### src/rtl/ppg_pkg.sv
// Shared types and default sizes for the PPG solve sequencer.
package ppg_pkg;

   localparam int PPG_I = 10;
   localparam int PPG_J = 2;
   localparam int PPG_N = 8;

   typedef logic [PPG_I-1:0][PPG_N-1:0] r_vec_t;
   typedef logic [PPG_J-1:0][PPG_N-1:0] x_vec_t;

   typedef enum logic [2:0] {
      IDLE,
      LOAD,
      START,
      WAIT,
      EVAL,
      FIN
   } state_t;

endpackage

### src/rtl/ppg_conv_check.sv
// Relative-tolerance convergence test: largest step against largest estimate scaled by 2^-TOL_SHIFT.
module ppg_conv_check #(
   parameter int N         = 8,
   parameter int TOL_SHIFT = 4
) (
   input  logic [N-1:0] dxj,
   input  logic [N-1:0] max_xj,
   output logic         conv
);

   assign conv = (dxj <= (max_xj >> TOL_SHIFT));

endmodule

### src/rtl/ppg_sequencer.sv
// Outer-loop controller: repeatedly launches an external Iterate pass until convergence, iteration limit or watchdog.
module ppg_sequencer
   import ppg_pkg::*;
#(
   parameter int I         = PPG_I,
   parameter int J         = PPG_J,
   parameter int N         = PPG_N,
   parameter int Q         = 3,
   parameter int MAX_ITER  = 64,
   parameter int TOL_SHIFT = 4,
   parameter int WAIT_MAX  = 255
) (
   input  logic                clk,
   input  logic                rst_n,
   input  logic                go,
   input  logic [I-1:0][N-1:0] b,
   output logic                it_start,
   input  logic                it_done,
   output logic [J-1:0][N-1:0] it_xhat_in,
   output logic [I-1:0][N-1:0] it_r_in,
   output logic [N-1:0]        it_max_xj_in,
   input  logic [J-1:0][N-1:0] it_xhat_out,
   input  logic [I-1:0][N-1:0] it_r_out,
   input  logic [N-1:0]        it_max_xj_out,
   input  logic [N-1:0]        it_max_dxj_out,
   output logic [J-1:0][N-1:0] x_result,
   output logic [7:0]          iter_count,
   output logic                busy,
   output logic                done,
   output logic                converged,
   output logic                timeout
);

   localparam int WW = $clog2(WAIT_MAX + 1);

   // Q belongs to the Iterate datapath; it is only sanity-checked here.
   if (Q >= N || MAX_ITER < 1 || MAX_ITER > 255) begin : g_bad_params
      $error("ppg_sequencer: illegal parameter combination");
   end

   state_t               state, state_nxt;
   logic [J-1:0][N-1:0]  xhat_reg;
   logic [I-1:0][N-1:0]  r_reg;
   logic [N-1:0]         max_xj_reg;
   logic [N-1:0]         dxj_reg;
   logic [WW-1:0]        wdog;
   logic                 done_q;
   logic                 done_rise;
   logic                 conv;
   logic                 wdog_hit;

   assign done_rise    = it_done & ~done_q;
   assign wdog_hit     = (wdog == WW'(WAIT_MAX));
   assign it_xhat_in   = xhat_reg;
   assign it_r_in      = r_reg;
   assign it_max_xj_in = max_xj_reg;
   assign x_result     = xhat_reg;

   ppg_conv_check #(
      .N         (N),
      .TOL_SHIFT (TOL_SHIFT)
   ) u_conv (
      .dxj    (dxj_reg),
      .max_xj (max_xj_reg),
      .conv   (conv)
   );

   // NOTE: every output of this block gets a default first, so no path can infer a latch.
   always_comb begin
      state_nxt = state;
      it_start  = 1'b0;
      busy      = 1'b1;
      done      = 1'b0;
      unique case (state)
         IDLE: begin
            busy = 1'b0;
            if (go) state_nxt = LOAD;
         end
         LOAD:  state_nxt = START;
         START: begin
            it_start  = 1'b1;
            state_nxt = WAIT;
         end
         WAIT: begin
            if (done_rise)     state_nxt = EVAL;
            else if (wdog_hit) state_nxt = FIN;
         end
         EVAL: begin
            if (conv)                          state_nxt = FIN;
            else if (iter_count == 8'(MAX_ITER)) state_nxt = FIN;
            else                               state_nxt = START;
         end
         FIN: begin
            done      = 1'b1;
            state_nxt = IDLE;
         end
         default: state_nxt = IDLE;
      endcase
   end

   // NOTE: state is updated with non-blocking assignments so every register samples pre-edge values.
   always_ff @(posedge clk or negedge rst_n) begin
      if (!rst_n) begin
         state      <= IDLE;
         xhat_reg   <= '0;
         r_reg      <= '0;
         max_xj_reg <= '0;
         dxj_reg    <= '0;
         wdog       <= '0;
         iter_count <= '0;
         done_q     <= 1'b0;
         converged  <= 1'b0;
         timeout    <= 1'b0;
      end else begin
         state  <= state_nxt;
         done_q <= it_done;
         unique case (state)
            LOAD: begin
               r_reg      <= b;
               xhat_reg   <= '0;
               max_xj_reg <= '0;
               iter_count <= '0;
               wdog       <= '0;
               converged  <= 1'b0;
               timeout    <= 1'b0;
            end
            START: wdog <= '0;
            WAIT: begin
               // A completion in the watchdog's final cycle still counts.
               if (done_rise) begin
                  xhat_reg   <= it_xhat_out;
                  r_reg      <= it_r_out;
                  max_xj_reg <= it_max_xj_out;
                  dxj_reg    <= it_max_dxj_out;
                  iter_count <= iter_count + 8'd1;
               end else if (wdog_hit) begin
                  timeout <= 1'b1;
               end else begin
                  wdog <= wdog + WW'(1);
               end
            end
            EVAL: if (conv) converged <= 1'b1;
            default: ;
         endcase
      end
   end

endmodule

### config.mk
export PLATFORM = sky130hd
export DESIGN_NAME = ppg_sequencer
export DESIGN_NICKNAME = d
export VERILOG_FILES = /design/src/rtl/ppg_pkg.sv /design/src/rtl/ppg_conv_check.sv /design/src/rtl/ppg_sequencer.sv
export SDC_FILE = /design/constraint.sdc
export NUM_CORES = 1
export LEC_CHECK = 0
export ABC_AREA = 1
export BUFFER_PORTS_ARGS = -buffer_cell sky130_fd_sc_hd__buf_2
export CAP_MARGIN = 10
export CELL_PAD_IN_SITES_DETAIL_PLACEMENT = 0
export CELL_PAD_IN_SITES_GLOBAL_PLACEMENT = 1
export CORE_ASPECT_RATIO = 1.25
export CORE_UTILIZATION = 32
export DETAILED_ROUTE_END_ITERATION = 10
export PLACE_DENSITY = 0.78
export RECOVER_POWER = 25
export SLEW_MARGIN = 20
export SYNTH_ARGS = -nofsm -noshare
export SYNTH_HDL_FRONTEND = slang
export SYNTH_SLANG_ARGS = --single-unit
### constraint.sdc
create_clock -name clk -period 1.91 [get_ports clk]
set_input_delay 0.382 -clock clk [delete_from_list [all_inputs] [get_ports clk]]
set_output_delay 0.382 -clock clk [all_outputs]
set_load 0.02 [all_outputs]
Word-level counts from Yosys, hierarchy flattened
Index checks and enable logic that the tools add are counted.
- register bits after elaboration: 134
- input port bits: 196
- output and inout port bits: 133
- logic and storage cells: 75
- add/subtract/negate cells: 2
- order comparisons: 1
- equal/unequal tests: 14
- muxes and demuxes: 25
- bitwise operators: 2
- reduce and logical (&&, ||, !) cells: 11
- operators by type and width (kind ; number):
    80-bit one-hot mux with 2 select lines ; 1
    80-bit two-way mux ; 1
    8-bit one-hot mux with 2 select lines ; 3
    8-bit two-way mux ; 4
    16-bit one-hot mux with 2 select lines ; 1
    8-bit by 1-bit adder with 8-bit output, second input constant ; 2
    16-bit two-way mux ; 1
    3-bit two-way mux ; 5
    3-bit one-hot mux with 5 select lines ; 1
    2-bit != test, second input constant ; 6
    8-bit by 7-bit equality test with 1-bit output, second input constant ; 1
    8-bit equality test, second input constant ; 1
    8-bit by 4-bit <= comparator with 1-bit output ; 1
    2-bit AND reduction ; 4
    3-bit by 2-bit equality test with 1-bit output, second input constant ; 2
    3-bit equality test, second input constant ; 2
    1-bit two-way mux ; 6
    3-bit AND reduction ; 2
    2-bit nonzero test ; 3
    1-bit one-hot mux with 2 select lines ; 2
    3-bit by 1-bit equality test with 1-bit output, second input constant ; 1
    3-bit logical NOT ; 1
    3-bit != test, second input constant ; 1
    2-bit OR reduction ; 1
    other kinds (2) ; 2

Longest topological paths before layout
Gate-level depths: netlist of run 1.
- word-level depth: 4
- depth in mapped cells: 12
- gate-level depth less buffers: 12

Cells and area by module
A second synthesis of run 1 with hierarchy kept.
- cells, all modules: 779
- area total of the unflattened synthesis: 6348.6 µm²
- modules (own cells, without submodules) (module ; instances ; cells each ; area each (µm²) ; sequential area each (µm²)):
    ppg_sequencer ; 1 ; 751 ; 6203.4 ; 3353.2
    ppg_conv_check ; 1 ; 28 ; 145.1 ; 0.0

Worst setup path before layout of run 1
OpenSTA, ideal clock, no wires.
- path kind: reg2reg
- from: register max_xj_reg[7] (netlist: it_max_xj_in[7])
- to: register state[0]
- setup time: 0.120 ns
- data arrival time: 1.286 ns
- required time: 1.790 ns
- slack: 0.504 ns
- stages on the path, launching flop included: 12
- path buffers: 0
- clock period less this slack: 1.406 ns
- cell sequence: dfrtp_1 -> inv_1 -> ha_1 -> nand2_1 -> inv_1 -> nand2_1 -> nand3_1 -> nand3_1 -> nand2_1 -> nand2_1 -> nand2_1 -> nand2_1
- longest elaborated chain between the ends: 3
- ends and longest elaborated chain (element ; line ; source):
    start, declared ; ppg_sequencer.sv:44 ; logic [N-1:0] max_xj_reg;
    start signal, assigned ; ppg_sequencer.sv:133 ; max_xj_reg <= it_max_xj_out;
    8-bit by 4-bit <= comparator with 1-bit output ; ppg_conv_check.sv:11 ; assign conv = (dxj <= (max_xj >> TOL_SHIFT));
    3-bit two-way mux ; ppg_sequencer.sv:89 ; if (conv) state_nxt = FIN;
    3-bit one-hot mux with 5 select lines ; ppg_sequencer.sv:74 ; unique case (state)
    end signal, assigned ; ppg_sequencer.sv:115 ; state <= state_nxt;
    end, declared ; ppg_sequencer.sv:41 ; state_t state, state_nxt;
No other way between the ends.
A chain may end at the register's enable or synchronous reset.

Worst setup path in the final report of run 1
- from: register state[1]
- to: output busy
- longest elaborated chain between the ends: 2
- ends and longest elaborated chain (element ; line ; source):
    3-bit logical NOT ; ppg_sequencer.sv:74 ;
    1-bit two-way mux ; ppg_sequencer.sv:74 ;
    end, declared ; ppg_sequencer.sv:28 ; output logic busy,
No other way between the ends.

==> results of run 1 <==
power by group:
group | internal, mW | total (mW) | switching (mW)
Combinational | 2.71 | 8.09 | 5.39
Sequential | 4.14 | 4.80 | 0.666
Clock | 2.49 | 3.74 | 1.26
layout by cell type, fill, tap and decap left out, drive strengths merged, types with 7 or more instances in the layout:
cell type and n:
a31oi 80, inv 38, clkbuf 21, nand3 40, nor2 107, a21oi 15
nand2 250, buf 340, dfrtp 134, nand4 8, o21ai 13, ha 7
cell families (layout without fill, tap and decap cells):
group	Yosys count	after routing	share of synthesized area [%]
simple gates	408	408	25.7
flops	134	134	53.0
mux	3	3	0.533
fa+ha+maj	7	7	1.38
xor+xnor	3	3	0.415
compound gates	110	110	10.4
buf+inv	99	412	8.60
other cells	0	1	0
stage by stage:
stage	hold slack (ps)	util (%)
detailed placement	242	41.9
global placement	241	41.9
floorplan	86.4	-
CTS	67.3	45.4
global route	63.7	45.4
finish	93.2	45.4
area by class of cell:
cell class | count | area (um2) | area share, %
inverters | 38 | 143 | 1.62
flip-flops and latches | 134 | 3350 | 38.1
clock inverters | 12 | 225 | 2.56
multi-input cells | 531 | 2450 | 27.8
diodes | 1 | 2.50 | 0.0284
well taps | 265 | 332 | 3.76
repair buffers | 342 | 1860 | 21.1
clock buffers | 20 | 447 | 5.07
synthesized netlist by cell type (all sizes together):
master	number
mux2	3
nand4	8
ha	7
nand2	250
a21boi	1
o21ai	13
a31oi	80
xor2	3
nor2	107
clkbuf	10
nor3	3
dfrtp	134
inv	38
a22o	1
nand3	40
a21oi	15
buf	51
worst max-delay path: stages, from the launching register on:
cell,delay (ps)
dfrtp_2,440
nor2_1,140
inv_1,60
nor2_1,130
inv_1,70
buf_2,160
metal layers:
layer	track usage, %	wire (um)	up-vias
li1	-	-	3085
met1	22.3	8020	2896
met2	33.6	9980	214
met3	4.91	1170	20
met4	6.95	335	0
met5	0	0	-
final timing paths:
path / from / end / slack, ps / cells after the start
max in group asynchronous: rst_n / state[1] / 210 / 3
setup / recovery: state[1] / busy / 110 / 5
setup reg to reg: state[0] / it_r_in[51] / 220 / 8
hold reg to reg: it_max_xj_in[2] / it_max_xj_in[2] / 470 / 2
hold / removal: it_done / done_q / 90 / 1
min in group asynchronous: rst_n / it_r_in[53] / 750 / 2
timing repair:
item | 4_1_cts | 5_1_grt
resized for setup | 0 | 1
hold endpoints to repair | 17 | 0
buffers inserted | 0 | 0
setup endpoints to repair | 0 | 1
hold buffers | 1 | 0
==> results.tsv, run 1 <==
metric	value	unit
drt drc	0	
antenna violations before repair	1	
gr ovfl total	0	
row cnt	57	
final setup margin	111	ps
Max Clock Skew	9.74	ps
DR vias	6215	
Setup crit start kind	flip-flop	
largest net degree at the start of global routing	84	
Post-Place Cells	1309	
status	complete, no violations	
layout cells sized above 1	35.7	%
Die H	159	um
crit path kind	reg -> out	
Routed WL per cell	14.5	um
Layout Cells excl Fill	1343	
Yosys top cell area share	53.0	%
Critical Path Sink Type	output port	
Fin. Hold Viols	0	
routed wire length	19.5	mm
Layout area overhead	39.1	%
Tcrit/Tclk final	94.2	%
setup TNS	0	ps
Pleak	4.60	nW
post-synthesis cell area	6330	um2
Routed Antenna Nets	0	
Post-Syn Nets	967	
largest cells by area after synthesis	dfrtp_1 (53%), nand2_1 (15%), a31oi_1 (7.9%)	
Tot Pwr	16.6	mW
fin. max-slew vios	0	
final setup fails	0	
CTS H-tree depth	4	
CTS tree	built	
Slew HR	18.2	%
Seq cells post-synth	134	
CP max FO	6	
pwr dens	1890	nW/um2
placed instance area	8130	um2
number of top-level pins	329	
Syn Area/Cell	8.29	um2
sequential element share of the synthesized area	53.0	%
DRT iter0 DRCs	327	
fillers	2034	
CTS max path bufs	2	
vias per cell	4.63	
Worst EP arrival	1420	ps
Tmin final	1800	ps
gpl congestion	0.798	
Root Driver	clkbuf_16	
starting density of the core	32.6	%
Buffers on Ports	328	
DRT Pass-1 Iters	4	
Critical Path RT	1530	ps
RSZ-0062 raised after global routing	no	
max FFs per register	80	
core footprint	19400	um2
Syn. warnings	0	
VDD IR max	1110	uV
CTS buffer count	17	
MaxCap Viol Count	0	
GRT Resource Usage Total	19.2	%
clk slew on worst S/H paths	60	ps
Final nets	1267	
area leader, netlist	dfrtp_1	
worst hold path class	in -> reg	
insertion delay to the later sink of the worst-skew pair	410	ps
Worst Tran Pin Value	1230	ps
clock sinks	134	
FMAX	0.556	GHz
Cell variety after synth	25	
dpl hpwl	13.8	mm
Mapped Cells	764	
first-pass GRT wire length	30.3	mm
pre-CTS WS	234	ps
die width	128	um
Die Area	20400	um2
vias in the first global route	5887	
Final Instance Area	8810	um2
No activity file was read; power rests on OpenSTA's default activity.
==> run 2, diff against run 1 <==
--- a/config.mk
+++ b/config.mk
@@ -15,6 +15,7 @@
 export DETAILED_ROUTE_END_ITERATION = 10
 export PLACE_DENSITY = 0.78
 export RECOVER_POWER = 25
+export SETUP_SLACK_MARGIN = 0.2
 export SLEW_MARGIN = 20
 export SYNTH_ARGS = -nofsm -noshare
 export SYNTH_HDL_FRONTEND = slang
==> run 2 against run 1 <==
Effect of this change: sequential share of layout area shrank 0.74 points; final cell count grew 0.67%; maximum frequency grew 6.0%; sequential power is essentially flat; clock power is essentially flat; wire length grew 3.5%; non-clock buffer count grew 9; via count grew 0.92%.
==> results.tsv, run 2 (same netlist as run 1, synthesis figures left out) <==
metric	value	unit	change
status	complete, no violations		unchanged
Worst Tran Pin Value	857	ps	was 1230 ps
clk slew on worst S/H paths	60	ps	about the same
CTS max path bufs	2		unchanged
die width	128	um	unchanged
Root Driver	clkbuf_16		unchanged
drt drc	0		unchanged
Final nets	1276		was 1267
CP max stage delay	440	ps	about the same
fillers	2013		was 2034
Critical Path RT	1530	ps	about the same
dpl hpwl	13.8	mm	unchanged
first-pass GRT wire length	30.3	mm	about the same
Die H	159	um	unchanged
Critical Path Sink Type	output port		unchanged
multi-input logic area	2470	um2	was 2450 um2
MaxCap Viol Count	0		unchanged
Tcrit/Tclk final	88.9	%	was 94.2%
FMAX	0.589	GHz	was 0.556 GHz
DRT iter0 DRCs	289		was 327
Worst EP arrival	1320	ps	was 1420 ps
commonest non-fill, non-tap cell in the layout	buf_2		unchanged
worst-path cell chain	inv_2 > nor3_2 > buf_2		was nor2_1 > inv_1 > nor2_1 > inv_1 > buf_2
starting density of the core	32.6	%	unchanged
vias in the first global route	5927		was 5887
setup TNS	0	ps	unchanged
max FFs per register	80		unchanged
gr ovfl total	0		unchanged
DR vias	6272		was 6215
fin. max-slew vios	0		unchanged
Tmin final	1700	ps	was 1800 ps
Layout area overhead	41.9	%	was 39.1%
Routed Antenna Nets	0		unchanged
antenna violations before repair	1		unchanged
pwr dens	1920	nW/um2	was 1890 nW/um2
Max Clock Skew	9.43	ps	was 9.74 ps
row cnt	57		unchanged
vias per cell	4.64		was 4.63
routed wire length	20.2	mm	was 19.5 mm
layout cells sized above 1	37.1	%	was 35.7%
gpl congestion	0.798		unchanged
Pleak	4.68	nW	was 4.60 nW
CTS tree	built		unchanged
GRT Resource Usage Total	19.2	%	about the same
final setup fails	0		unchanged
Die Area	20400	um2	unchanged
CTS buffer count	17		unchanged
register area	3360	um2	was 3350 um2
crit path kind	reg -> out		unchanged
worst hold path class	in -> reg		unchanged
placed instance area	8130	um2	unchanged
commonest cells after routing, fill and taps aside	buf_2 (325), nand2_1 (243), dfrtp_1 (132)		was buf_2 (327), nand2_1 (244), dfrtp_1 (133)
CP max-delay cell	dfrtp_1		was dfrtp_2
Slew HR	42.9	%	was 18.2%
insertion delay to the later sink of the worst-skew pair	410	ps	about the same
number of top-level pins	329		unchanged
clock sinks	134		unchanged
Buffers on Ports	328		unchanged
largest net degree at the start of global routing	84		unchanged
CP max FO	4		was 6
core footprint	19400	um2	unchanged
DRT Pass-1 Iters	7		was 4
RSZ-0062 raised after global routing	yes		was no
CTS H-tree depth	4		unchanged
Routed WL per cell	14.9	um	was 14.5 um
VDD IR max	1130	uV	was 1110 uV
Final Instance Area	8990	um2	was 8810 um2
Fin. Hold Viols	0		unchanged
Setup crit start kind	flip-flop		unchanged
-- run 2: cell types whose count changed in the layout (fill, tap and decap cells not counted), moves of 2 or more --
cell,before,now
buf_4,4,10
clkbuf_16,17,20
buf_12,9,4
inv_2,1,5
nor2_4,2,4
nor2_1,104,102
buf_2,327,325
clkbuf_4,0,2
buf_16,0,4
inv_1,37,33
buf_6,0,2
-- run 2: path summary, 6_finish.rpt --
kind / start / end / slack (ps) / depth (start not counted)
min: it_done / done_q / 90 / 1
min reg2reg: it_max_xj_in[2] / it_max_xj_in[2] / 470 / 2
max reg2reg: state[0] / it_r_in[63] / 250 / 8
min in group asynchronous: rst_n / it_r_in[53] / 360 / 2
max: state[0] / done / 210 / 3
max in group asynchronous: rst_n / state[2] / 370 / 3
-- run 2: report_power, final --
group	leakage [nW]	internal, mW	total [mW]	switching (mW)
Clock	0.316	2.49	3.75	1.27
Combinational	2.77	3.11	8.69	5.58
Sequential	1.60	4.14	4.82	0.676
Total	4.68	9.73	17.3	7.53
-- run 2: routing by layer --
metal  track usage (%)  up-vias  share of wire (%)
li1                  -     3106                  -
met1              22.0     2925                 41
met3              4.91       24                5.9
met2              34.0      217                 51
met4              7.17        0                2.0
met5                 0        -                  0
-- run 2: through the flow --
stage	utilization (%)	instances	total power [mW]	hold slack (ps)	worst slack (ps)
finish	46.3	1352	17.3	91.4	212
global route	46.3	1352	18.5	63.7	157
CTS	45.6	1344	16.9	67.3	184
detailed placement	41.9	1309	13.0	242	234
global placement	41.9	1309	12.9	241	309
floorplan	-	764	10.6	86.4	504
-- run 2: area by class of cell --
class	count	share of cell area (%)
Antenna cell	1	0.0278
Sequential cell	134	37.3
Timing Repair Buffer	351	22.4
Inverter	38	1.59
Clock inverter	12	2.51
Tap cell	265	3.69
Clock buffer	20	4.97
Multi-Input combinational cell	531	27.5
-- run 2: critical path: cells and delay by family, from the launching register on --
| family | cells | cell delay (ps) |
|---|---|---|
| DFF | 1 | 440 |
| buffers and inverters | 2 | 280 |
| and+or+nand+nor | 1 | 180 |
-- run 2: repair_timing --
| action | CTS | global route |
|---|---|---|
| pin swaps | 2 | 4 |
| cloned | 0 | 3 |
| hold buffers | 1 | 0 |
| hold endpoints to repair | 17 | 0 |
| resized for setup | 7 | 12 |
| setup buffers | 2 | 4 |
| setup endpoints to repair | 3 | 79 |
==> run 3, diff against run 2 <==
--- a/config.mk
+++ b/config.mk
@@ -5,13 +5,13 @@
 export SDC_FILE = /design/constraint.sdc
 export NUM_CORES = 1
 export LEC_CHECK = 0
-export ABC_AREA = 1
+export ABC_AREA = 0
 export BUFFER_PORTS_ARGS = -buffer_cell sky130_fd_sc_hd__buf_2
 export CAP_MARGIN = 10
 export CELL_PAD_IN_SITES_DETAIL_PLACEMENT = 0
 export CELL_PAD_IN_SITES_GLOBAL_PLACEMENT = 1
 export CORE_ASPECT_RATIO = 1.25
-export CORE_UTILIZATION = 32
+export CORE_UTILIZATION = 33
 export DETAILED_ROUTE_END_ITERATION = 10
 export PLACE_DENSITY = 0.78
 export RECOVER_POWER = 25
==> run 3 against run 2 <==
Effect of this change: the flow now finishes with violations (DRC); global-route usage fell by 1.2 points; clock skew rose by 4.3 ps; sequential share of layout area fell by 1.9 points; via count fell by 9.3%; setup slack got worse by 42 ps; critical path type is now reg -> reg; critical endpoint is now state[2]; largest cell class unchanged; largest power group unchanged.
==> results.tsv, run 3 <==
metric	value	unit	change
Max Clock Skew	13.7	ps	was 9.43 ps
Routed WL per cell	15.5	um	was 14.9 um
Worst EP arrival	2030	ps	was 1320 ps
first-pass GRT wire length	27.2	mm	was 30.3 mm
Die Area	19500	um2	was 20400 um2
Post-synth top flop	dfrtp_1		unchanged
GRT met1 Usage	21.9	%	was 22.0%
fin. max-slew vios	0		unchanged
clk slew on worst S/H paths	60	ps	about the same
number of top-level pins	329		unchanged
Buffers on Ports	328		unchanged
fillers	1787		was 2013
grt peak-use layer	met2		unchanged
clock power share	19.1	%	was 21.7%
GRT Resource Usage Total	18.0	%	was 19.2%
Post-Syn Nets	820		was 967
Critical Path RT	2200	ps	was 1530 ps
Routed Antenna Nets	0		unchanged
FMAX	0.575	GHz	was 0.589 GHz
Internal Power	10.0	mW	was 9.73 mW
CP dominant cell by count	o211ai_1		
RSZ-0062 raised after global routing	yes		unchanged
ANT cells	0		was 1
Final Instance Area	9470	um2	was 8990 um2
sequential element share of the synthesized area	53.5	%	was 53.0%
Worst Tran Pin Value	797	ps	was 857 ps
dpl hpwl	13.3	mm	was 13.8 mm
Layout area overhead	51.1	%	was 41.9%
Syn Area/Cell	10.2	um2	was 8.29 um2
vias in the first global route	5235		was 5927
largest net degree at the start of global routing	43		was 84
crit path kind	reg -> reg		was reg -> out
largest cells by area after synthesis	dfrtp_1 (54%), mux2i_1 (13%), a21oi_1 (6.5%)		was dfrtp_1 (53%), nand2_1 (15%), a31oi_1 (7.9%)
die width	125	um	was 128 um
post-synthesis cell area	6260	um2	was 6330 um2
insertion delay to the later sink of the worst-skew pair	420	ps	was 410 ps
pre-CTS WS	127	ps	was 234 ps
gpl congestion	0.767		was 0.798
asr flop ratio synth	100	%	unchanged
layout cells sized above 1	48.1	%	was 37.1%
Tmin final	1740	ps	was 1700 ps
Tcrit/Tclk final	91.1	%	was 88.9%
setup TNS	0	ps	unchanged
Tot Pwr	17.4	mW	was 17.3 mW
Critical Path Sink Type	flip-flop		was output port
area leader, netlist	dfrtp_1		unchanged
combinational share of power	53.1	%	was 50.4%
status	finished, violations left		was complete, no violations
Fin. Hold Viols	0		unchanged
drt drc	16		was 0
placed instance area	8200	um2	was 8130 um2
Mapped Cells	617		was 764
Syn. warnings	0		unchanged
Reg2Reg Depth	7		was 8
Root Driver	clkbuf_16		unchanged
vias per cell	4.70		was 4.64
gr ovfl total	0		unchanged
routed wire length	18.8	mm	was 20.2 mm
DR vias	5688		was 6272
core footprint	18700	um2	was 19400 um2
Commonest cells post-synth	dfrtp_1 (134), nor2_1 (98), a21oi_1 (81), mux2i_1 (81), nand2_1 (56)		was nand2_1 (245), dfrtp_1 (134), nor2_1 (104)
violated checks	DRC		
Cell variety after synth	38		was 25
worst-path cell chain	ha_4 > nor2b_1 > o211ai_1 > a21o_2 > buf_6 > o211ai_1 > o21ai_1		was inv_2 > nor3_2 > buf_2
clock sinks	134		unchanged
Seq cells post-synth	134		unchanged
switch share	42.2	%	was 43.6%
met2 Use GR	31.6	%	was 34.0%
Die H	156	um	was 159 um
worst hold path class	in -> reg		unchanged
Final nets	1167		was 1276
DRT iter0 DRCs	230		was 289
dominant cell by count in the synthesized netlist	dfrtp_1		was nand2_1
commonest cells after routing, fill and taps aside	buf_2 (323), dfrtp_1 (131), nor2_1 (84)		was buf_2 (325), nand2_1 (243), dfrtp_1 (132)
row cnt	56		was 57
Slew HR	46.9	%	was 42.9%
max FFs per register	80		unchanged
CTS max path bufs	2		unchanged
CTS buffer count	17		unchanged
final setup fails	0		unchanged
CTS H-tree depth	4		unchanged
Yosys top cell area share	53.5	%	was 53.0%
Pleak	4.87	nW	was 4.68 nW
met3 GRT Util	3.91	%	was 4.91%
VDD IR max	1040	uV	was 1130 uV
antenna violations before repair	0		was 1
Flop pwr share	27.8	%	was 27.9%
final setup margin	171	ps	was 212 ps
CP max stage delay	410	ps	was 440 ps
switching power	7.34	mW	was 7.53 mW
commonest non-fill, non-tap cell in the layout	buf_2		unchanged
Post-synth EDFFs	0		unchanged
CTS tree	built		unchanged
pwr dens	1840	nW/um2	was 1920 nW/um2
CP max FO	2		was 4
hold path depth	1		unchanged
Setup crit start kind	flip-flop		unchanged
DRT Pass-1 Iters	7		unchanged
CP max-delay cell	dfrtp_1		unchanged
MaxCap Viol Count	0		unchanged
starting density of the core	33.5	%	was 32.6%
==> run 3: cell type report <==
cell class	instances	area [um2]	area share (%)
multi-input cells	421	2800	29.6
well taps	232	290	3.07
clock inverters	12	143	1.51
flip-flops and latches	134	3360	35.5
clock buffers	20	457	4.82
repair buffers	382	2390	25.2
inverters	8	32.5	0.344
==> run 3: per-layer routing <==
| metal | share of wire (%) | up-vias |
|---|---|---|
| met5 | 0 | - |
| met4 | 1.1 | 0 |
| met3 | 3.9 | 17 |
| met2 | 53 | 155 |
| met1 | 42 | 2714 |
| li1 | - | 2802 |
==> run 3: power by group through the flow <==
stage | Clock, mW | Sequential, mW | Combinational, mW
after floorplan | 0 | 6.08 | 3.90
after global placement | 0 | 4.77 | 7.59
after detailed placement | 0 | 4.80 | 7.71
after CTS | 3.40 | 4.77 | 8.23
after global routing | 3.53 | 5.01 | 9.90
final | 3.31 | 4.84 | 9.24
==> run 3: worst paths after layout <==
path | slack [ps] | to | startpoint
worst max-delay path | 170 | state[2] | dxj_reg[1]
worst min-delay path | 160 | done_q | it_done
worst max register to register | 170 | state[2] | dxj_reg[1]
worst min register to register | 510 | dxj_reg[4] | dxj_reg[4]
max in group asynchronous | 390 | it_xhat_in[8] | rst_n
min in group asynchronous | 610 | dxj_reg[0] | rst_n
==> run 3: kinds of logic (layout without fill, tap and decap cells) <==
family | after synthesis | count (layout) | share of synthesized area (%)
AOI/OAI and AO/OA | 126 | 127 | 11.2
and+or+nand+nor | 191 | 191 | 13.1
xor gates and xnor gates | 8 | 8 | 1.12
DFF | 134 | 134 | 53.5
muxes | 88 | 88 | 14.2
buffers and inverters | 63 | 422 | 5.47
adders and majority gates | 7 | 7 | 1.40
==> run 3: timing repair <==
| action | 4_1_cts | 5_1_grt |
|---|---|---|
| setup endpoints to repair | 72 | 67 |
| gates resized for setup | 17 | 58 |
| hold buffers | 1 | 0 |
| gates cloned | 3 | 4 |
| pin swaps | 6 | 9 |
| hold endpoints to repair | 23 | 0 |
| buffers inserted | 8 | 16 |
==> run 3: critical path: cells and delay by family (launching register included) <==
kind                     cells  cell delay (ps)
AND/OR/NAND/NOR              1              130
buffers and inverters        1              110
adder cells (fa/ha/maj)      1              270
flip-flops                   1              410
AO/OA/AOI/OAI                4              690
==> run 3: stage by stage <==
step	util [%]	cells	hold slack [ps]
finish	50.6	1209	159
global route	50.6	1209	134
CTS	48.2	1189	104
detailed placement	43.8	1145	278
global placement	43.8	1145	281
floorplan	-	617	86.4
